==> config.mk <==
export PLATFORM = sky130hd
export DESIGN_NAME = sc_regbank
export DESIGN_NICKNAME = d
export VERILOG_FILES = /design/src/rtl/sc_regbank_pkg.sv /design/src/rtl/sc_regbank_psr.sv /design/src/rtl/sc_regbank.sv
export SDC_FILE = /design/constraint.sdc
export NUM_CORES = 2
export LEC_CHECK = 0
export CORE_AREA = 5 5 392 394
export CTS_BUF_LIST = sky130_fd_sc_hd__clkbuf_8
export DETAILED_ROUTE_END_ITERATION = 8
export DIE_AREA = 0 0 397 399
export SLEW_MARGIN = 20
export SYNTH_ARGS = -nofsm -noshare
export SYNTH_HDL_FRONTEND = slang
export SYNTH_SLANG_ARGS = --single-unit
==> constraint.sdc <==
create_clock -name SC_REGBANK_CLOCK_50 -period 3.5 [get_ports SC_REGBANK_CLOCK_50]
set_clock_uncertainty 0.05 [all_clocks]
set_input_delay 0.7 -clock SC_REGBANK_CLOCK_50 [delete_from_list [all_inputs] [get_ports SC_REGBANK_CLOCK_50]]
set_output_delay 0.7 -clock SC_REGBANK_CLOCK_50 [all_outputs]
set_load 0.01 [all_outputs]
==> src/rtl/sc_regbank_pkg.sv <==
// Shared register-bank constants: special register indices and PSR flag positions.
// Also holds the helper that packs the four ALU flags into PSR order.
package sc_regbank_pkg;

  localparam int REG_ZERO  = 0;
  localparam int REG_PC    = 32;
  localparam int REG_TEMP0 = 33;
  localparam int REG_IR    = 37;
  localparam int NUM_REGS  = 38;

  localparam int PSR_N = 3;
  localparam int PSR_Z = 2;
  localparam int PSR_V = 1;
  localparam int PSR_C = 0;

  // ALU flags arrive active low; the PSR stores them active high.
  function automatic logic [3:0] psr_pack(input logic neg_n, input logic zero_n,
                                          input logic ovf_n, input logic carry_n);
    logic [3:0] f;
    f        = '0;
    f[PSR_N] = ~neg_n;
    f[PSR_Z] = ~zero_n;
    f[PSR_V] = ~ovf_n;
    f[PSR_C] = ~carry_n;
    return f;
  endfunction

endpackage

==> src/rtl/sc_regbank_psr.sv <==
// Processor status register: 4-bit {n,z,v,c} flag register with load enable.
// Synchronous active-high reset clears all flags.
module sc_psr (
  input  logic       i_clk,
  input  logic       i_rst,
  input  logic       i_load,
  input  logic [3:0] i_flags,
  output logic [3:0] o_psr
);

  logic [3:0] r_psr;

  always_ff @(posedge i_clk) begin
    if (i_rst)
      r_psr <= '0;
    else if (i_load)
      r_psr <= i_flags;
  end

  assign o_psr = r_psr;

endmodule

==> src/rtl/sc_regbank.sv <==
// ARC datapath register bank: r1-r31, %pc, %temp0-3, %ir with two combinational
// read ports, one write-back port, a dedicated %ir load port and the PSR.
module sc_regbank #(
  parameter int DATAWIDTH_BUS    = 32,
  parameter int DATAWIDTH_REGSEL = 6,
  parameter int NUM_REGS         = sc_regbank_pkg::NUM_REGS
) (
  input  logic                        SC_REGBANK_CLOCK_50,
  input  logic                        SC_REGBANK_RESET_InHigh,
  input  logic [DATAWIDTH_REGSEL-1:0] SC_REGBANK_aAddr_InBUS,
  input  logic [DATAWIDTH_REGSEL-1:0] SC_REGBANK_bAddr_InBUS,
  input  logic [DATAWIDTH_REGSEL-1:0] SC_REGBANK_cAddr_InBUS,
  input  logic                        SC_REGBANK_cWrite_InLow,
  input  logic [DATAWIDTH_BUS-1:0]    SC_REGBANK_cData_InBUS,
  input  logic                        SC_REGBANK_irLoad_InLow,
  input  logic [DATAWIDTH_BUS-1:0]    SC_REGBANK_irData_InBUS,
  input  logic                        SC_REGBANK_overflow_InLow,
  input  logic                        SC_REGBANK_carry_InLow,
  input  logic                        SC_REGBANK_negative_InLow,
  input  logic                        SC_REGBANK_zero_InLow,
  input  logic                        SC_REGBANK_setFlags_InLow,
  output logic [DATAWIDTH_BUS-1:0]    SC_REGBANK_aData_OutBUS,
  output logic [DATAWIDTH_BUS-1:0]    SC_REGBANK_bData_OutBUS,
  output logic [DATAWIDTH_BUS-1:0]    SC_REGBANK_pc_OutBUS,
  output logic [DATAWIDTH_BUS-1:0]    SC_REGBANK_ir_OutBUS,
  output logic [3:0]                  SC_REGBANK_psr_OutBUS
);

  import sc_regbank_pkg::*;

  // r0 is hard-wired to zero, so storage starts at index 1.
  logic [DATAWIDTH_BUS-1:0] r_regs [1:NUM_REGS-1];
  logic [NUM_REGS-1:1]      w_wrSel;
  logic [DATAWIDTH_BUS-1:0] w_aData;
  logic [DATAWIDTH_BUS-1:0] w_bData;
  logic [3:0]               w_flags;
  logic                     w_psrLoad;

  // Addresses 0 and >= NUM_REGS match no select line, so those writes vanish.
  always_comb begin
    w_wrSel = '0;
    for (int i = 1; i < NUM_REGS; i++)
      w_wrSel[i] = !SC_REGBANK_cWrite_InLow &&
                   (SC_REGBANK_cAddr_InBUS == DATAWIDTH_REGSEL'(i));
  end

  always_ff @(posedge SC_REGBANK_CLOCK_50) begin
    if (SC_REGBANK_RESET_InHigh) begin
      for (int i = 1; i < NUM_REGS; i++)
        r_regs[i] <= '0;
    end else begin
      for (int i = 1; i < NUM_REGS; i++)
        if (w_wrSel[i])
          r_regs[i] <= SC_REGBANK_cData_InBUS;
      // Placed last so the instruction load overrides a same-cycle C write to %ir.
      if (!SC_REGBANK_irLoad_InLow)
        r_regs[REG_IR] <= SC_REGBANK_irData_InBUS;
    end
  end

  always_comb begin
    w_aData = '0;
    w_bData = '0;
    for (int i = 1; i < NUM_REGS; i++) begin
      if (SC_REGBANK_aAddr_InBUS == DATAWIDTH_REGSEL'(i))
        w_aData = r_regs[i];
      if (SC_REGBANK_bAddr_InBUS == DATAWIDTH_REGSEL'(i))
        w_bData = r_regs[i];
    end
  end

  assign w_flags   = psr_pack(SC_REGBANK_negative_InLow, SC_REGBANK_zero_InLow,
                              SC_REGBANK_overflow_InLow, SC_REGBANK_carry_InLow);
  assign w_psrLoad = ~SC_REGBANK_setFlags_InLow;

  sc_psr u_psr (
    .i_clk   (SC_REGBANK_CLOCK_50),
    .i_rst   (SC_REGBANK_RESET_InHigh),
    .i_load  (w_psrLoad),
    .i_flags (w_flags),
    .o_psr   (SC_REGBANK_psr_OutBUS)
  );

  assign SC_REGBANK_aData_OutBUS = w_aData;
  assign SC_REGBANK_bData_OutBUS = w_bData;
  assign SC_REGBANK_pc_OutBUS    = r_regs[REG_PC];
  assign SC_REGBANK_ir_OutBUS    = r_regs[REG_IR];

endmodule

==> Yosys cells after proc, flatten, opt, wreduce, memory -nomap -nowiden <==
Memories as Yosys holds them, arrays and structs flattened.
Cells that the tools add are included.
{ "word_totals": {"regBits": 4, "inputBits": 91, "ram_bits": 1184, "mem_count": 1, "word_cells": 421, "output_inout_bits": 132} }
{ "memory_table": {"columns": ["name", "depth", "word_bits", "rd", "rd_ports_with_merged_regs", "wr", "line", "source"], "rows": [
  ["r_regs", 37, 32, 37, 0, 37, "sc_regbank.sv:32", "logic [DATAWIDTH_BUS-1:0] r_regs [1:NUM_REGS-1];"]
]} }
{ "classes": {"eq_ne": 111, "n_bitwise": 42, "n_mux": 228, "n_reduce_logical": 38} }
{ "op_table": {"columns": ["operator", "n"], "rows": [
  ["32-bit two-way mux", 112],
  ["6-bit by 5-bit equality test with 1-bit output (second input constant)", 48],
  ["6-bit by 4-bit equality test with 1-bit output (second input constant)", 24],
  ["1-bit two-way mux", 116],
  ["6-bit equality test (second input constant)", 18],
  ["6-bit by 3-bit equality test with 1-bit output (second input constant)", 12],
  ["1-bit OR", 38],
  ["1-bit logical AND", 37],
  ["6-bit by 2-bit equality test with 1-bit output (second input constant)", 6],
  ["6-bit by 1-bit equality test with 1-bit output (second input constant)", 3],
  ["1-bit NOT", 4],
  ["1-bit logical NOT", 1]
]} }

==> Longest topological paths before layout <==
{ "logic_depth": {"depth_word": 38, "mapped_depth": 12, "mapped_depth_nobuf": 7} }

==> Modules after synthesis <==
Synthesis repeated with hierarchy kept, for this count alone.
{ "unflattened": {"hier_cells": 6171, "hier_area_um2": 66092.1} }
{ "by_module_without_submodules": {"columns": ["mod", "n_inst", "cells_per_inst", "area_each_um2", "seq_area_each_um2"], "rows": [
  ["sc_regbank", 1, 6158, 65952.0, 35554.1],
  ["sc_psr", 1, 13, 140.1, 80.1]
]} }

==> Least setup slack after synthesis <==
No wires, ideal clock.
{ "synth_timing": {"path_type": "input to register", "from": "in SC_REGBANK_cAddr_InBUS[4]", "to": "reg r_regs[1][32] (netlist name)", "slack_ns": 0.052, "path_stages": 4, "t_required_ns": 3.022, "arrival_ns": 2.970, "setup_ns": 0.428, "path_buffers": 2, "cell_sequence": "or3_1 clkbuf_1 clkbuf_1 o21bai_1"} }
{ "synth_rtl": {"columns": ["element", "line", "source"], "rows": [
  ["start, declared", "sc_regbank.sv:12", "input logic [DATAWIDTH_REGSEL-1:0] SC_REGBANK_cAddr_InBUS,"]
]} }

==> Implementation_results.wiki <==
{| class="wikitable"
! Metric !! Value
|-
| Synthesis-to-finish area growth || 47.74%
|-
| Dominant cell type by area after synthesis || edfxtp_1
|-
| Top post-synthesis cells by area || edfxtp_1, and2_1, o21ai_0, a21oi_1, o22ai_1
|-
| Min-delay src || SC_REGBANK_cData_InBUS[13]
|-
| Fill cell count || around 11000
|-
| Largest driver fanout on the critical path || 2
|-
| Portion of the clock cycle consumed by the worst path in the final layout || 133.1%
|-
| Setup CP Type || reg2out
|-
| Count of flip-flops with a built-in enable after synthesis || about 1200
|-
| Highest achievable clock rate || roughly 0.21 GHz
|-
| Hold Vio Cnt, Final || 0
|-
| Cell at the root of the clock tree || clkbuf_8
|-
| Cell Area, Synth || between 0.06 and 0.07 mm^2
|-
| Post-route core utilization || approximately two thirds
|-
| Combinational family with the most area after synthesis || simple AND/OR/NAND/NOR gates
|-
| Leakage power || around 37 nW
|-
| Antenna violations before repair || 39
|-
| Proportion of synthesized area in mux cells || 4.703%
|-
| Xor and xnor fraction of the mapped netlist area || 0.01313%
|-
| Die area || around 0.16 mm^2
|-
| Tightest Pin Transition || about 1.4 ns
|-
| Final-layout setup total negative slack || -49.39 ns
|-
| Setup repair after global routing missed its margin || yes
|-
| Clock-pin slew of the registers on the worst-case setup and hold paths || ~0.08 ns
|-
| Element type at the critical path start || flop
|-
| Setup slack on the worst flop-to-flop path || 2.79 ns
|-
| Residual DRC count || 25
|-
| Fraction of layout instances using a drive strength above 1 || between 40% and 50%
|-
| Worst min-delay path class || in2reg
|-
| Status || finished, violations left
|-
| Peak supply drop || between 300 and 400 uV
|-
| Fraction of the mapped netlist area in compound gates || a little under a fifth
|-
| Final HPWL DP || about 330000 um
|-
| Post-place setup slack || -2.707 ns
|-
| Endpoint of the worst hold-timing path || r_regs[3][13]$_SDFFCE_PN0P_
|-
| Overflow after GRT || 0
|-
| Total wire length after detailed routing || between 400000 and 500000 um
|-
| Leading cell types in the layout, fill and taps excluded || buf_4, edfxtp_1, and2_1
|-
| Number of max-cap violations || 0
|-
| Die Span X || around 400 um
|-
| Crit path DAT || between 3 and 4 ns
|-
| Endpoint of the lowest-slack register-to-register path || u_psr.o_psr[3]$_SDFFE_PP0N_
|-
| Count of cells along the worst hold path || 2
|-
| Commonest non-fill, non-tap cell in the layout || buf_4
|-
| Number of hold buffers added after CTS || 0
|-
| Net total in the final layout || 8004
|-
| Total of flip-flops plus latches after synthesis || 1188
|-
| Crit Reg-Reg Startpoint || u_psr.o_psr[3]$_SDFFE_PP0N_
|-
| Mean instance size in the synthesized netlist || roughly 11 um^2
|-
| Finish-stage setup viols || 64
|-
| Cts bufs inserted || around 210
|-
| Total number of vias || between 70000 and 80000
|-
| Launching instance or port of the critical path || r_regs[0][59]$_SDFFCE_PN0P_
|-
| Number of global-route vias before repair || about 66000
|-
| Simple-gate share of the synthesized area || a little under a fifth
|-
| Aggregate global-route resource usage || 55.59%
|-
| I/O Pins || between 200 and 250
|-
| Total power density per cell area || 384.4 mW/mm^2
|-
| Time the worst path needs with I/O delays and setup || around 4.7 ns
|-
| Maximum number of buffers from clock root to sink || 3
|-
| Prevailing post-synth register cell || edfxtp_1
|-
| Clock tree from TritonCTS || yes
|-
| Maximum number of pins on one net before global-route repair || 42
|-
| Required time at the endpoint of the critical path || about 2.8 ns
|-
| Starting DRT DRC Count || 15650
|-
| DIE HEIGHT || between 300 and 400 um
|-
| Count of final max-slew check failures || 0
|-
| Count of yosys warnings during synthesis || 0
|-
| Post-synth net total || around 6300
|-
| Row cnt || ~140
|-
| Post-layout power || roughly 38 mW
|-
| Max H-tree Level || 4
|-
| IO buf count || 222
|-
| Via/cell ratio || 7.207
|-
| Starting density of the core || roughly 45%
|-
| Global-route wire length before repair || approximately 600000 um
|-
| Violated checks || DRC, setup timing
|-
| Element type at the critical path end || primary output
|-
| Proportion of register bits with asynchronous set or reset after synthesis || 0%
|-
| Worst relative slew slack || 7.889%
|-
| Clock latency of the later-clocked register in the worst-skew pair || 0.96 ns
|-
| Setup slack of the critical path after layout || -1.159 ns
|-
| Instance count of the mapped netlist || approximately 6200
|-
| Pre-Repair DR Iteration Count || 9
|-
| Final GP Congestion || approximately 1.1
|-
| Share of synthesized cell area in full adder, half adder and majority cells || 0%
|-
| Routed wire length per instance || 45.38 um
|-
| Total number of clock tree sinks || 1188
|-
| Share of Yosys cell area claimed by the top area cell type || 53.28%
|-
| Post-synthesis sequential area ratio || a little over half
|-
| Floorplan core area || between 0.1 and 0.15 mm^2
|-
| Worst R2R Path Depth || 2
|-
| Number of distinct library cell variants in the gate-level netlist after synthesis || just over 90
|-
| Antenna-violating nets left || 0
|}
## registers in the layout, indices dropped and copies added (netlist names)
signal       count
r_regs        1184
u_psr.o_psr      4
## worst max-delay path: stages (launching register included)
cell	delay, ns
edfxtp_1	0.45
mux2_4	0.30
a22oi_2	0.26
o22ai_4	0.18
a2111oi_4	0.43
nor2_4	0.11
o41ai_4	0.63
buf_4	0.25
o41ai_2	0.09
buf_2	0.18
## layer usage
metal | track usage [%] | wire length (um)
met3 | 32.23 | 89500
met5 | 2.186 | 748
met4 | 37.04 | 45560
met2 | 72.24 | 169000
met1 | 68.83 | 154500
## area by class of cell
| class | count | area (um^2) | share of cell area [%] |
|---|---|---|---|
| antenna | 33 | 82.58 | 0.08377 |
| clock buffer | 209 | 2877 | 2.918 |
| clock inverter | 159 | 1056 | 1.071 |
| inverter | 10 | 41.29 | 0.04188 |
| multi-input combinational | 4328 | 34290 | 34.79 |
| sequential | 1188 | 35630 | 36.15 |
| tap | 2016 | 2522 | 2.559 |
| timing repair buffer | 2178 | 22070 | 22.39 |
## metrics by stage
step	hold slack, ns	cell area, um^2	instances
after floorplan	0.4738	66730	6216
after global placement	0.4189	84290	9451
after detailed placement	0.4379	84310	9452
after CTS	0.1370	95330	9977
after global routing	0.1623	98510	10090
final	0.1745	98580	10120
## worst max-delay path by stage
stage and end:
4_1_cts SC_REGBANK_bData_OutBUS[27], 3_3_place_gp SC_REGBANK_bData_OutBUS[30], 2_1_floorplan r_regs[1][32]$_SDFFCE_PN0P_, 5_1_grt SC_REGBANK_bData_OutBUS[27], 6_report SC_REGBANK_bData_OutBUS[27], 3_5_place_dp SC_REGBANK_bData_OutBUS[30]
## cell families after synthesis
kind of cell / count (synthesis)
and+or+nand+nor: 2230
AOI/OAI and AO/OA: 1829
DFF: 1188
buffers and inverters: 701
muxes: 267
xor gates and xnor gates: 1
## synthesized netlist by cell type, types with 12 or more instances
cell,count
edfxtp_1,1184
and2_1,1159
nor2_1,411
clkbuf_1,359
o21ai_0,341
a21oi_1,323
nand2_1,260
o22ai_1,257
buf_2,172
a22oi_1,166
mux2i_1,138
mux2_2,102
nand3_1,97
buf_4,88
nor3_1,75
a211oi_1,73
a221oi_1,70
buf_1,66
o221ai_1,66
a22o_1,58
a31oi_1,54
o21bai_1,36
o211ai_1,35
a2111oi_0,33
nor2b_1,30
o22a_1,28
mux4_2,27
o2111ai_1,27
o31ai_1,27
and3_1,26
nand4_1,25
o21a_1,24
a211o_1,21
a222oi_1,21
nand2b_1,20
o2bb2ai_1,20
or3_1,19
a221o_1,18
nor4_1,17
a21o_1,15
a32oi_1,15
a32o_1,12
## report_power, final
group | internal, mW | switching, mW | leakage (nW)
Clock | 6.30 | 6.76 | 2.21
Sequential | 16.4 | 0.833 | 11.3
Combinational | 2.91 | 4.67 | 23.9
## timing repair
| action | 4_1_cts | 5_1_grt |
|---|---|---|
| gates cloned | 15 | 2 |
| setup buffers | 200 | 150 |
| gates resized for setup | 1528 | 510 |
| endpoints found under the setup margin | 64 | 64 |
| pin swaps | 343 | 289 |
Power figures use the tool's default switching activity.
